File: config.mk
export PLATFORM = sky130hd
export DESIGN_NAME = seg7_decoder_rx
export DESIGN_NICKNAME = d
export VERILOG_FILES = /design/src/rtl/seg7_decoder_rx.sv
export SDC_FILE = /design/constraint.sdc
export NUM_CORES = 1
export LEC_CHECK = 0
export CORE_MARGIN = 1
export CORE_UTILIZATION = 33
export CTS_CLUSTER_DIAMETER = 150
export CTS_CLUSTER_SIZE = 14
export DETAILED_ROUTE_END_ITERATION = 10
export SYNTH_ARGS = -nofsm -noshare
export SYNTH_HDL_FRONTEND = slang
export SYNTH_SLANG_ARGS = --single-unit
File: constraint.sdc
create_clock -name clk -period 4.8 [get_ports clk]
set_clock_uncertainty 0.15 [all_clocks]
set_input_delay 1.2 -clock clk [delete_from_list [all_inputs] [get_ports clk]]
set_output_delay 1.2 -clock clk [all_outputs]
set_load 0.03 [all_outputs]
File: src/rtl/seg7_decoder_rx.sv
// rtl/seg7_decoder_rx.sv - seven-segment glyph receiver with stability filter and digit FIFO
module seg7_decoder_rx #(
    parameter int STABLE_CYCLES = 3,
    parameter int FIFO_DEPTH    = 4
) (
    input  logic       clk,
    input  logic       rst,
    input  logic [0:6] seg_in,
    input  logic       seg_en,
    output logic [3:0] dout,
    output logic       dout_valid,
    input  logic       dout_ready,
    output logic       err,
    output logic       ovf,
    output logic [7:0] err_cnt,
    output logic [3:0] fifo_count
);
    localparam int          PW     = $clog2(FIFO_DEPTH);
    localparam logic [3:0]  STABLE = 4'(STABLE_CYCLES);
    localparam logic [3:0]  DEPTH  = 4'(FIFO_DEPTH);

    typedef enum logic [1:0] {IDLE, TRACK, HELD} state_t;

    // Returns {legal, digit}; pattern is abcdefg with a in the MSB position.
    function automatic logic [4:0] decode(input logic [6:0] p);
        case (p)
            7'b1111110: return 5'h10;
            7'b0110000: return 5'h11;
            7'b1101101: return 5'h12;
            7'b1111001: return 5'h13;
            7'b0110011: return 5'h14;
            7'b1011011: return 5'h15;
            7'b1011111: return 5'h16;
            7'b1110000: return 5'h17;
            7'b1111111: return 5'h18;
            7'b1111011: return 5'h19;
            7'b1110111: return 5'h1A;
            7'b0011111: return 5'h1B;
            7'b1001110: return 5'h1C;
            7'b0111101: return 5'h1D;
            7'b1001111: return 5'h1E;
            7'b1000111: return 5'h1F;
            default:    return 5'h00;
        endcase
    endfunction

    state_t          state_q, state_d;
    logic [0:6]      pat_q, pat_d;
    logic [3:0]      cnt_q, cnt_d;
    logic            armed_q, armed_d;
    logic [3:0]      count_q, count_d;
    logic [PW-1:0]   wr_ptr_q, wr_ptr_d, rd_ptr_q, rd_ptr_d, rd_nxt;
    logic [3:0]      dout_q, dout_d;
    logic            err_q, err_d, ovf_q, ovf_d;
    logic [7:0]      err_cnt_q, err_cnt_d;
    logic [3:0]      mem_q [FIFO_DEPTH];

    logic            active, load, accept, push, pop, wr;
    logic [4:0]      dec;

    always_comb begin
        active    = seg_en && (seg_in != 7'd0);
        dec       = decode(seg_in);
        load      = 1'b0;
        accept    = 1'b0;
        state_d   = state_q;
        pat_d     = pat_q;
        cnt_d     = cnt_q;
        // After reset the bus must be seen idle once before a pattern is tracked.
        armed_d   = armed_q || !active;
        case (state_q)
            IDLE: if (active && armed_q) load = 1'b1;
            TRACK: begin
                if (!active) begin
                    state_d = IDLE;
                    cnt_d   = 4'd0;
                end else if (seg_in != pat_q) begin
                    load = 1'b1;
                end else begin
                    cnt_d  = cnt_q + 4'd1;
                    accept = (cnt_d == STABLE);
                end
            end
            HELD: begin
                if (!active) begin
                    state_d = IDLE;
                    cnt_d   = 4'd0;
                end else if (seg_in != pat_q) begin
                    load = 1'b1;
                end
            end
            default: state_d = IDLE;
        endcase
        if (load) begin
            state_d = TRACK;
            pat_d   = seg_in;
            cnt_d   = 4'd1;
            accept  = (STABLE == 4'd1);
        end
        if (accept) state_d = HELD;

        pop      = (count_q != 4'd0) && dout_ready;
        push     = accept && dec[4];
        err_d    = accept && !dec[4];
        wr       = push && ((count_q < DEPTH) || pop);
        ovf_d    = push && !wr;
        count_d  = count_q + {3'd0, wr} - {3'd0, pop};
        wr_ptr_d = wr  ? wr_ptr_q + PW'(1) : wr_ptr_q;
        rd_nxt   = rd_ptr_q + PW'(1);
        rd_ptr_d = pop ? rd_nxt : rd_ptr_q;

        // dout is a registered copy of the head; it holds once the FIFO drains.
        dout_d = dout_q;
        if (count_d != 4'd0) begin
            if (count_q == 4'd0)      dout_d = dec[3:0];
            else if (pop)             dout_d = (count_q == 4'd1) ? dec[3:0] : mem_q[rd_nxt];
        end

        err_cnt_d = (err_d && err_cnt_q != 8'hFF) ? err_cnt_q + 8'd1 : err_cnt_q;
    end

    always_ff @(posedge clk) begin
        if (rst) begin
            state_q   <= IDLE;
            pat_q     <= '0;
            cnt_q     <= '0;
            armed_q   <= 1'b0;
            count_q   <= '0;
            wr_ptr_q  <= '0;
            rd_ptr_q  <= '0;
            dout_q    <= '0;
            err_q     <= 1'b0;
            ovf_q     <= 1'b0;
            err_cnt_q <= '0;
        end else begin
            state_q   <= state_d;
            pat_q     <= pat_d;
            cnt_q     <= cnt_d;
            armed_q   <= armed_d;
            count_q   <= count_d;
            wr_ptr_q  <= wr_ptr_d;
            rd_ptr_q  <= rd_ptr_d;
            dout_q    <= dout_d;
            err_q     <= err_d;
            ovf_q     <= ovf_d;
            err_cnt_q <= err_cnt_d;
        end
    end

    always_ff @(posedge clk) begin
        if (!rst && wr) mem_q[wr_ptr_q] <= dec[3:0];
    end

    assign dout       = dout_q;
    assign dout_valid = (count_q != 4'd0);
    assign err        = err_q;
    assign ovf        = ovf_q;
    assign err_cnt    = err_cnt_q;
    assign fifo_count = count_q;
endmodule

# Word-level counts from Yosys, hierarchy flattened

Memory sizes are Yosys's and may differ from the RTL's.
Cells that the tools add are included.

Add/subtract/negate cells: 6
Magnitude comparators: 1
Equality and inequality tests: 30
Multiplexer cells: 23
Reductions and logical operators: 31

Operator list:

| operator            | number |
|---|---|
| $eq 7x7->1 const B  | 12 |
| $pmux 5 s16         | 1 |
| $mux 4              | 6 |
| $eq 7x6->1 const B  | 3 |
| $mux 1              | 10 |
| $logic_and 1x1->1   | 9 |
| $ne 3x3->1 const B  | 3 |
| $add 8x1->8 const B | 1 |
| $ne 8x8->1 const B  | 1 |
| $pmux 4 s2          | 1 |
| $reduce_bool 4->1   | 2 |
| $eq 7x5->1 const B  | 1 |
| $ne 7x7->1          | 1 |
| $reduce_bool 7->1   | 1 |
| $mux 2              | 3 |
| $reduce_and 2->1    | 3 |
| $reduce_and 3->1    | 2 |
| $reduce_or 2->1     | 3 |
| $add 2x1->2 const B | 2 |
| $add 4x1->4         | 1 |
| $add 4x1->4 const B | 1 |
| $eq 4x1->1 const B  | 1 |
| $eq 4x2->1 const B  | 1 |
| $logic_not 1->1     | 4 |
| other kinds (15)    | 18 |

Flip-flop bits (word level): 36
Memory bits (writable): 16
Bits of input ports: 11
Output and inout bits: 19
Logic and storage cells: 105
Memories kept: 1

Memory list:

| memory | depth | bits a word | read ports | clocked after Yosys merged registers in | write ports | line | RTL |
|---|---|---|---|---|---|---|---|
| mem_q  | 4     | 4           | 1          | 0                                       | 1           | 56   | `logic [3:0] mem_q [FIFO_DEPTH];` |

# Logic depth before layout (Yosys ltp)

Gate-level depths: netlist (run 1).

Depth in word-level cells: 12
Depth in mapped cells: 18
Depth with buffers taken out: 16

# Worst setup path after synthesis (run 1)

OpenSTA, ideal clock, no wires.

Kind: input -> register
From: input port seg_in[6] (netlist bit)
To: register dout_q[0], in the netlist dout[0]
Setup time: 134 ps
Arrival: 4326 ps
Required time: 4516 ps
Setup slack: 191 ps
Stages on the path: 15
Path buffers: 2
Cell sequence: buf_6 or4b_1 a21o_1 and3_1 buf_2 or3_1 ha_1 inv_1 ha_1 inv_1 fa_1 xor2_1 a41o_1 a311oi_1 a211oi_1

Cells in the longest elaborated chain, start to end: 12
Elaborated cells between the ends (all ways): 38
Classes of those cells: 2 x add/sub; 17 x eq/ne; 12 x mux; 7 x reduce/logical

RTL lines:

| item                              | line | RTL |
|---|---|---|
| from (decl)                       | 8    | `input logic [0:6] seg_in,` |
| $reduce_bool 7->1                 | 62   | `active = seg_en && (seg_in != 7'd0);` |
| $logic_and 1x1->1                 | 62   |  |
| $logic_and 1x1->1                 | 72   | `IDLE: if (active && armed_q) load = 1'b1;` |
| $mux 1                            | 72   |  |
| $pmux 1 s2                        | 71   | `case (state_q)` |
| $mux 1                            | 94   | `if (load) begin` |
| $logic_and 1x1->1                 | 103  | `push = accept && dec[4];` |
| $logic_and 1x1->1                 | 105  | `wr = push && ((count_q < DEPTH) \|\| pop);` |
| $add 4x1->4                       | 107  | `count_d = count_q + {3'd0, wr} - {3'd0, pop};` |
| $sub 4x1->4                       | 107  |  |
| $reduce_bool 4->1                 | 114  | `if (count_d != 4'd0) begin` |
| $reduce_and 2->1 (no source line) | --   |  |
| to (signal assigned)              | 143  | `dout_q <= dout_d;` |
| to (decl)                         | 53   | `logic [3:0] dout_q, dout_d;` |

Several ways; a longest one is shown, not always the timed one. The select of a mux whose other input is x is not followed.
A chain may end at the register's enable or synchronous reset.

# Worst setup path in the final report (run 1)

From: input port seg_in[3] (netlist bit)
To: register dout_q[2], in the netlist dout[2]

The elaborated chain is that of the path after synthesis.

==> results of run 1 <==
[state kept, by name, indices dropped and copies added, names as in the netlist]
name and count:
ovf 1, err 1, wr_ptr_q 2, cnt_q 4, fifo_count 4, rd_ptr_q 2, armed_q 1, dout 4
err_cnt 8, mem_q 16, pat_q 7, state_q 2
[cells in the mapped netlist (2+ instances only)]
library cell / count / area share
o211ai_1: 3 / 0.0075
nor4_1: 4 / 0.0083
a21o_1: 3 / 0.0075
or3_1: 7 / 0.015
dfxtp_1: 36 / 0.24
nand3_1: 12 / 0.020
nand4_1: 2 / 0.0042
mux2i_1: 9 / 0.030
buf_6: 2 / 0.0075
nand2_1: 10 / 0.013
and2_1: 5 / 0.010
and3_1: 3 / 0.0063
nor3_1: 7 / 0.012
a21oi_1: 24 / 0.040
nand2b_1: 4 / 0.0083
xnor2_1: 11 / 0.032
a211oi_1: 4 / 0.010
ha_1: 17 / 0.071
or4_1: 8 / 0.020
xor2_1: 3 / 0.0088
o21ai_0: 5 / 0.0083
edfxtp_1: 16 / 0.16
mux4_2: 4 / 0.030
clkbuf_1: 10 / 0.013
buf_2: 6 / 0.010
a31oi_1: 3 / 0.0063
inv_1: 24 / 0.030
nor4b_1: 4 / 0.012
nor3b_1: 4 / 0.010
or4b_1: 2 / 0.0067
nand4b_1: 3 / 0.0088
o31ai_1: 7 / 0.018
nor2_1: 28 / 0.035
[power groups by stage]
stage               sequential, mW  clock (mW)  combinational, mW
finish                       0.536       0.266              0.608
global route                 0.545       0.295              0.662
CTS                          0.537       0.279              0.562
detailed placement           0.547           0              0.559
global placement             0.544           0              0.549
floorplan                    0.587           0              0.319
[stage by stage]
step	setup TNS (ps)	hold slack, ps	power (mW)	instance area, um^2	utilization
floorplan	0	276	0.906	3000	-
global placement	-1150	288	1.09	3610	0.412
detailed placement	-1440	292	1.11	3610	0.412
CTS	0	308	1.38	3710	0.423
global route	0	342	1.50	3820	0.436
finish	0	305	1.41	3820	0.436
[area by class of cell]
type | count | area [um^2] | share of cell area
clock inverters | 3 | 27.5 | 0.00720
clock buffers | 5 | 68.8 | 0.0180
flip-flops and latches | 52 | 1200 | 0.314
repair buffers | 72 | 633 | 0.166
multi-input cells | 219 | 1670 | 0.436
inverters | 24 | 90.1 | 0.0236
well taps | 108 | 135 | 0.0354
[layer usage]
metal,part of all wire,vias up,global-route usage
li1,-,1265,-
met1,0.47,1183,0.187
met2,0.49,37,0.245
met3,0.030,4,0.0252
met4,0.0063,0,0.0305
met5,0,-,0
[final timing paths]
check                                from              endpoint  slack [ps]
hold / removal         armed_q$_SDFF_PP0_    armed_q$_SDFF_PP0_         310
setup / recovery                seg_in[3]  dout[2]$_SDFFE_PP0P_         110
setup reg to reg  state_q[1]$_SDFFE_PP0P_  dout[2]$_SDFFE_PP0P_         940
hold reg to reg        armed_q$_SDFF_PP0_    armed_q$_SDFF_PP0_         310
[worst reg2reg max path, delay by kind of cell, from the launching register on]
| family | cells | cell delay [ps] |
|---|---|---|
| buf+inv | 3 | 200 |
| mux | 1 | 220 |
| fa+ha+maj | 4 | 1300 |
| flops | 1 | 350 |
| simple gates | 5 | 1010 |
| compound gates | 2 | 540 |
[logic make-up after synthesis]
family / after synthesis / share of synthesized area
and+or+nand+nor: 110 / 0.208
AOI/OAI and AO/OA: 63 / 0.143
DFF: 52 / 0.401
buffers and inverters: 45 / 0.0656
adders and majority gates: 18 / 0.0777
xor gates and xnor gates: 14 / 0.0409
muxes: 14 / 0.0639
[what timing repair did]
action | 4_1_cts | 5_1_grt
cloned | 0 | 0
setup buffers | 0 | 4
resized for setup | 2 | 19
pin swaps | 1 | 9
endpoints found under the setup margin | 2 | 4
==> out/qor.csv, run 1 <==
metric,value,unit
status,"finished, final reports clean",
pwr-share-seq,0.380,
instances_no_fill,483,
rr_worst_depth,15,
clock-sinks,52,
critPathRequiredTime,4850,ps
drtIter0Drc,66,
ys_types,59,
ys_async_sr_fraction,0,
final_cell_mix,"38 x buf_4, 36 x dfxtp_1, 28 x nor2_1",
cts_root_buffer,clkbuf_8,
clock_latency,310,ps
rsz0062_at_grt,false,
cap_violations,0,
port_buffers,29,
num_vias,2489,
dp_hpwl,4790,um
syn_nets,345,
cp-end-kind,flip-flop,
yosys_warnings,0,
finalHoldViolations,0,
switching_share,0.366,
core_area,0.00876,mm^2
initial_core_util,0.342,
grt_pass1_wl,11200,um
max_freq,213,MHz
drc,0,
hp-class,reg2reg,
num_antenna_cells,0,
slew_headroom,0.615,
cts_buffer_depth,2,
slowest_delay,540,ps
max_slew.worst_pin.slew,575,ps
holdPathStages,2,
grt_max_degree,37,
internal-power,0.894,mW
synth_cells,316,
leakage,1.36,nW
layout-drive-gt1-share,0.203,
critPathMaxFanout,9,
period_share,0.977,
final_nets,403,
nFillCells,861,
clk_pin_slew,110,ps
crit_cells,14,
die_w,97.3,um
rows,34,
crit_path_top_delay_cell,or4b_4,
gp_congestion,0.820,
numCtsBuffers,5,
cts_tree,done,
worst-setup-path-type,in2reg,
avgSynthCellArea,9.48,um^2
grt.overflow.total,0,
die_y,97.3,um
layout_commonest_cell,buf_4,
h-tree-depth,2,
track_usage,0.142,
dpl.cell_count,471,
slew_violations,0,
ir_drop,0.000178,V
start_kind,input pin,
routedWlPerCell,13.5,um
switchingPower,0.516,mW
critPathArrivalTime,4740,ps
cpMostUsedCell,inv_1,
setup-violations-final,0,
path_delay_family,simple AND/OR/NAND/NOR gates,
finalCriticalPeriod,4690,ps
antenna_found_initial,0,
drtPass1Iterations,4,
dp_slack,-386,ps
die-area,0.00947,mm^2
synth_flop_cell,dfxtp_1,
critPathBufInv,4,
synth_edf_count,16,
viasPerCell,5.15,
ant_nets,0,
setup_slack,110,ps
p_per_area,369,mW/mm^2
syn_area,0.00300,mm^2
io_pins,30,
wl,6500,um
ys_ff_latch,52,
ys_seq_area_frac,0.401,
grt_pass1_vias,2413,
power_frac_comb,0.431,
area_delta_synth_final,27.5,%
clkPwrFrac,0.189,
cp_cell_sequence,clkdlybuf4s50_1 -> buf_6 -> or4b_4 -> a21o_1 -> and3_1 -> or3_1 -> ha_1 -> inv_1 -> ha_2 -> inv_1 -> fa_2 -> a41o_2 -> mux2i_1 -> nor2_1,
holdBufCountCts,0,
No activity file was read; power rests on OpenSTA's default activity.
==> inputs of run 2 (changes only) <==
--- a/config.mk
+++ b/config.mk
@@ -5,11 +5,13 @@
 export SDC_FILE = /design/constraint.sdc
 export NUM_CORES = 1
 export LEC_CHECK = 0
+export ABC_CLOCK_PERIOD_IN_PS = 4800
 export CORE_MARGIN = 1
 export CORE_UTILIZATION = 33
 export CTS_CLUSTER_DIAMETER = 150
 export CTS_CLUSTER_SIZE = 14
 export DETAILED_ROUTE_END_ITERATION = 10
+export SLEW_MARGIN = 20
 export SYNTH_ARGS = -nofsm -noshare
 export SYNTH_HDL_FRONTEND = slang
 export SYNTH_SLANG_ARGS = --single-unit
==> results of run 2 <==
The final DEF is identical to that of run 1; final timing and power are the same.
==> inputs of run 3 (changes only) <==
--- a/config.mk
+++ b/config.mk
@@ -6,7 +6,7 @@
 export NUM_CORES = 1
 export LEC_CHECK = 0
 export ABC_CLOCK_PERIOD_IN_PS = 4800
-export CORE_MARGIN = 1
+export CORE_MARGIN = 3
 export CORE_UTILIZATION = 33
 export CTS_CLUSTER_DIAMETER = 150
 export CTS_CLUSTER_SIZE = 14
==> out/qor.csv, run 3 (synthesis results as in run 1) <==
metric,value,unit,change
die_y,101,um,+4.1%
power,1.47,mW,+4.5%
clock-sinks,52,,unchanged
rsz0062_at_grt,false,,
drc,0,,unchanged
antenna_found_initial,0,,unchanged
num_vias,2488,,-0.040%
rows,34,,unchanged
finalCriticalPeriod,4570,ps,-119 ps
slowest_delay,410,ps,-130 ps
routedWlPerCell,13.7,um,+1.6%
final_cell_mix,"41 x buf_4, 36 x dfxtp_1, 28 x nor2_1",,
r2r-end,dout[1]$_SDFFE_PP0P_,,
critPathRequiredTime,4880,ps,+30 ps
dpl.cell_count,467,,-0.85%
slew_headroom,0.503,,-0.113
core_area,0.00876,mm^2,unchanged
wl,6640,um,+2.2%
cts_root_buffer,clkbuf_8,,
final_nets,406,,+0.74%
hp-start,armed_q$_SDFF_PP0_,,
cap_violations,0,,unchanged
layout-drive-gt1-share,0.201,,-0.00161
track_usage,0.130,,-0.0119
start_kind,input pin,,
instances_no_fill,486,,+0.62%
regToRegSetupSlack,830,ps,-110 ps
cp_cell_sequence,dlygate4sd2_1 -> xnor2_1 -> nand4_1 -> or2_1 -> or3_4 -> or3_4 -> ha_1 -> inv_1 -> ha_2 -> inv_1 -> fa_2 -> xor2_2 -> a41o_2 -> buf_4 -> a221oi_2,,
port_buffers,29,,unchanged
clk_pin_slew,110,ps,about the same
layout_commonest_cell,buf_4,,
period_share,0.952,,-0.0248
setup-violations-final,0,,unchanged
r2r-start,state_q[0]$_SDFFE_PP0P_,,
gp_congestion,0.873,,+6.4%
rr_worst_depth,15,,unchanged
leakage,1.42,nW,+4.6%
worst-setup-path-type,in2reg,,
finalHoldViolations,0,,unchanged
ir_drop,0.000163,V,-8.2%
path_delay_family,simple AND/OR/NAND/NOR gates,,
dp_hpwl,4880,um,+1.9%
grt_pass1_vias,2364,,-2.0%
seqCellArea,0.00120,mm^2,unchanged
h-tree-depth,2,,unchanged
utilization,0.438,,+0.00157
grt.overflow.total,0,,unchanged
num_antenna_cells,0,,unchanged
io_pins,30,,unchanged
multi_input_comb_area,0.00165,mm^2,-0.98%
viasPerCell,5.12,,-0.66%
grt_max_degree,37,,unchanged
holdPathStages,2,,unchanged
cp-end-kind,flip-flop,,
die-area,0.0103,mm^2,+8.4%
status,"finished, final reports clean",,
largest-register,mem_q,,
hp-class,reg2reg,,
max_freq,219,MHz,+2.6%
crit_path_top_delay_cell,dlygate4sd2_1,,
slew_violations,0,,unchanged
die_w,101,um,+4.1%
numCtsBuffers,5,,unchanged
ant_nets,0,,unchanged
largest_reg_flops,16,,unchanged
initial_core_util,0.342,,unchanged
hold_end,armed_q$_SDFF_PP0_,,
drtIter0Drc,74,,+12%
clock_latency,310,ps,about the same
nFillCells,864,,+0.35%
critPathBufInv,4,,unchanged
holdBufCountCts,0,,unchanged
cts_buffer_depth,2,,unchanged
critPathArrivalTime,4660,ps,-80 ps
grt_pass1_wl,11000,um,-2.3%
p_per_area,384,mW/mm^2,+4.1%
area_delta_synth_final,28.0,%,
cts_tree,done,,
max_slew.worst_pin.slew,734,ps,+159 ps
drtPass1Iterations,4,,unchanged
critPathMaxFanout,8,,-1
-- run 3: cell count changes in the layout (fill, tap and decap cells not counted), sizes merged --
cell	change
buf	+3
clkdlybuf4s50	-5
clkinv	-1
clkinvlp	-1
dlymetal6s2s	+5
inv	+2
-- run 3: power by group --
part	internal (mW)	total, mW	switching (mW)
Combinational	0.337	0.663	0.327
Clock	0.110	0.276	0.166
Sequential	0.494	0.534	0.0397
Total	0.941	1.47	0.532
-- run 3: stage by stage --
stage	TNS [ps]	setup WS (ps)	instance area [um^2]	hold slack [ps]
2_1_floorplan	0	191	3000	276
3_3_place_gp	-1340	-362	3580	292
3_5_place_dp	-1600	-447	3580	297
4_1_cts	0	2.20	3700	314
5_1_grt	0	77.6	3830	339
6_report	0	229	3830	310
-- run 3: metal layers --
| metal | routed length [um] | track usage |
|---|---|---|
| met4 | 68 | 0.0501 |
| met2 | 3120 | 0.212 |
| met5 | 0 | 0 |
| met1 | 3220 | 0.172 |
| met3 | 234 | 0.0241 |
-- run 3: worst min-delay path, stage by stage (launching register included) --
cell and delay [ps]:
dfxtp_1 330, inv_1 50, a21oi_1 50
-- run 3: layout make-up --
| class | instances | area share |
|---|---|---|
| Timing Repair Buffer | 75 | 0.173 |
| Clock inverter | 3 | 0.00750 |
| Clock buffer | 5 | 0.0179 |
| Sequential cell | 52 | 0.313 |
| Multi-Input combinational cell | 219 | 0.430 |
| Tap cell | 108 | 0.0352 |
| Inverter | 24 | 0.0235 |
-- run 3: worst max-delay path by stage --
stage	cells after the start	end	startpoint	slack, ps
6_report	15	dout[1]$_SDFFE_PP0P_	seg_in[2]	230
5_1_grt	15	dout[1]$_SDFFE_PP0P_	seg_in[2]	80
4_1_cts	15	dout[1]$_SDFFE_PP0P_	seg_in[6]	2
3_5_place_dp	15	dout[1]$_SDFFE_PP0P_	seg_in[2]	-450
3_3_place_gp	15	dout[0]$_SDFFE_PP0P_	seg_in[2]	-360
2_1_floorplan	15	dout[0]$_SDFFE_PP0P_	seg_in[6]	190
-- run 3: repair_timing --
action,4_1_cts,5_1_grt
pin swaps,3,4
buffers inserted,2,7
cloned,0,2
setup endpoints to repair,4,4
gates resized for setup,3,20
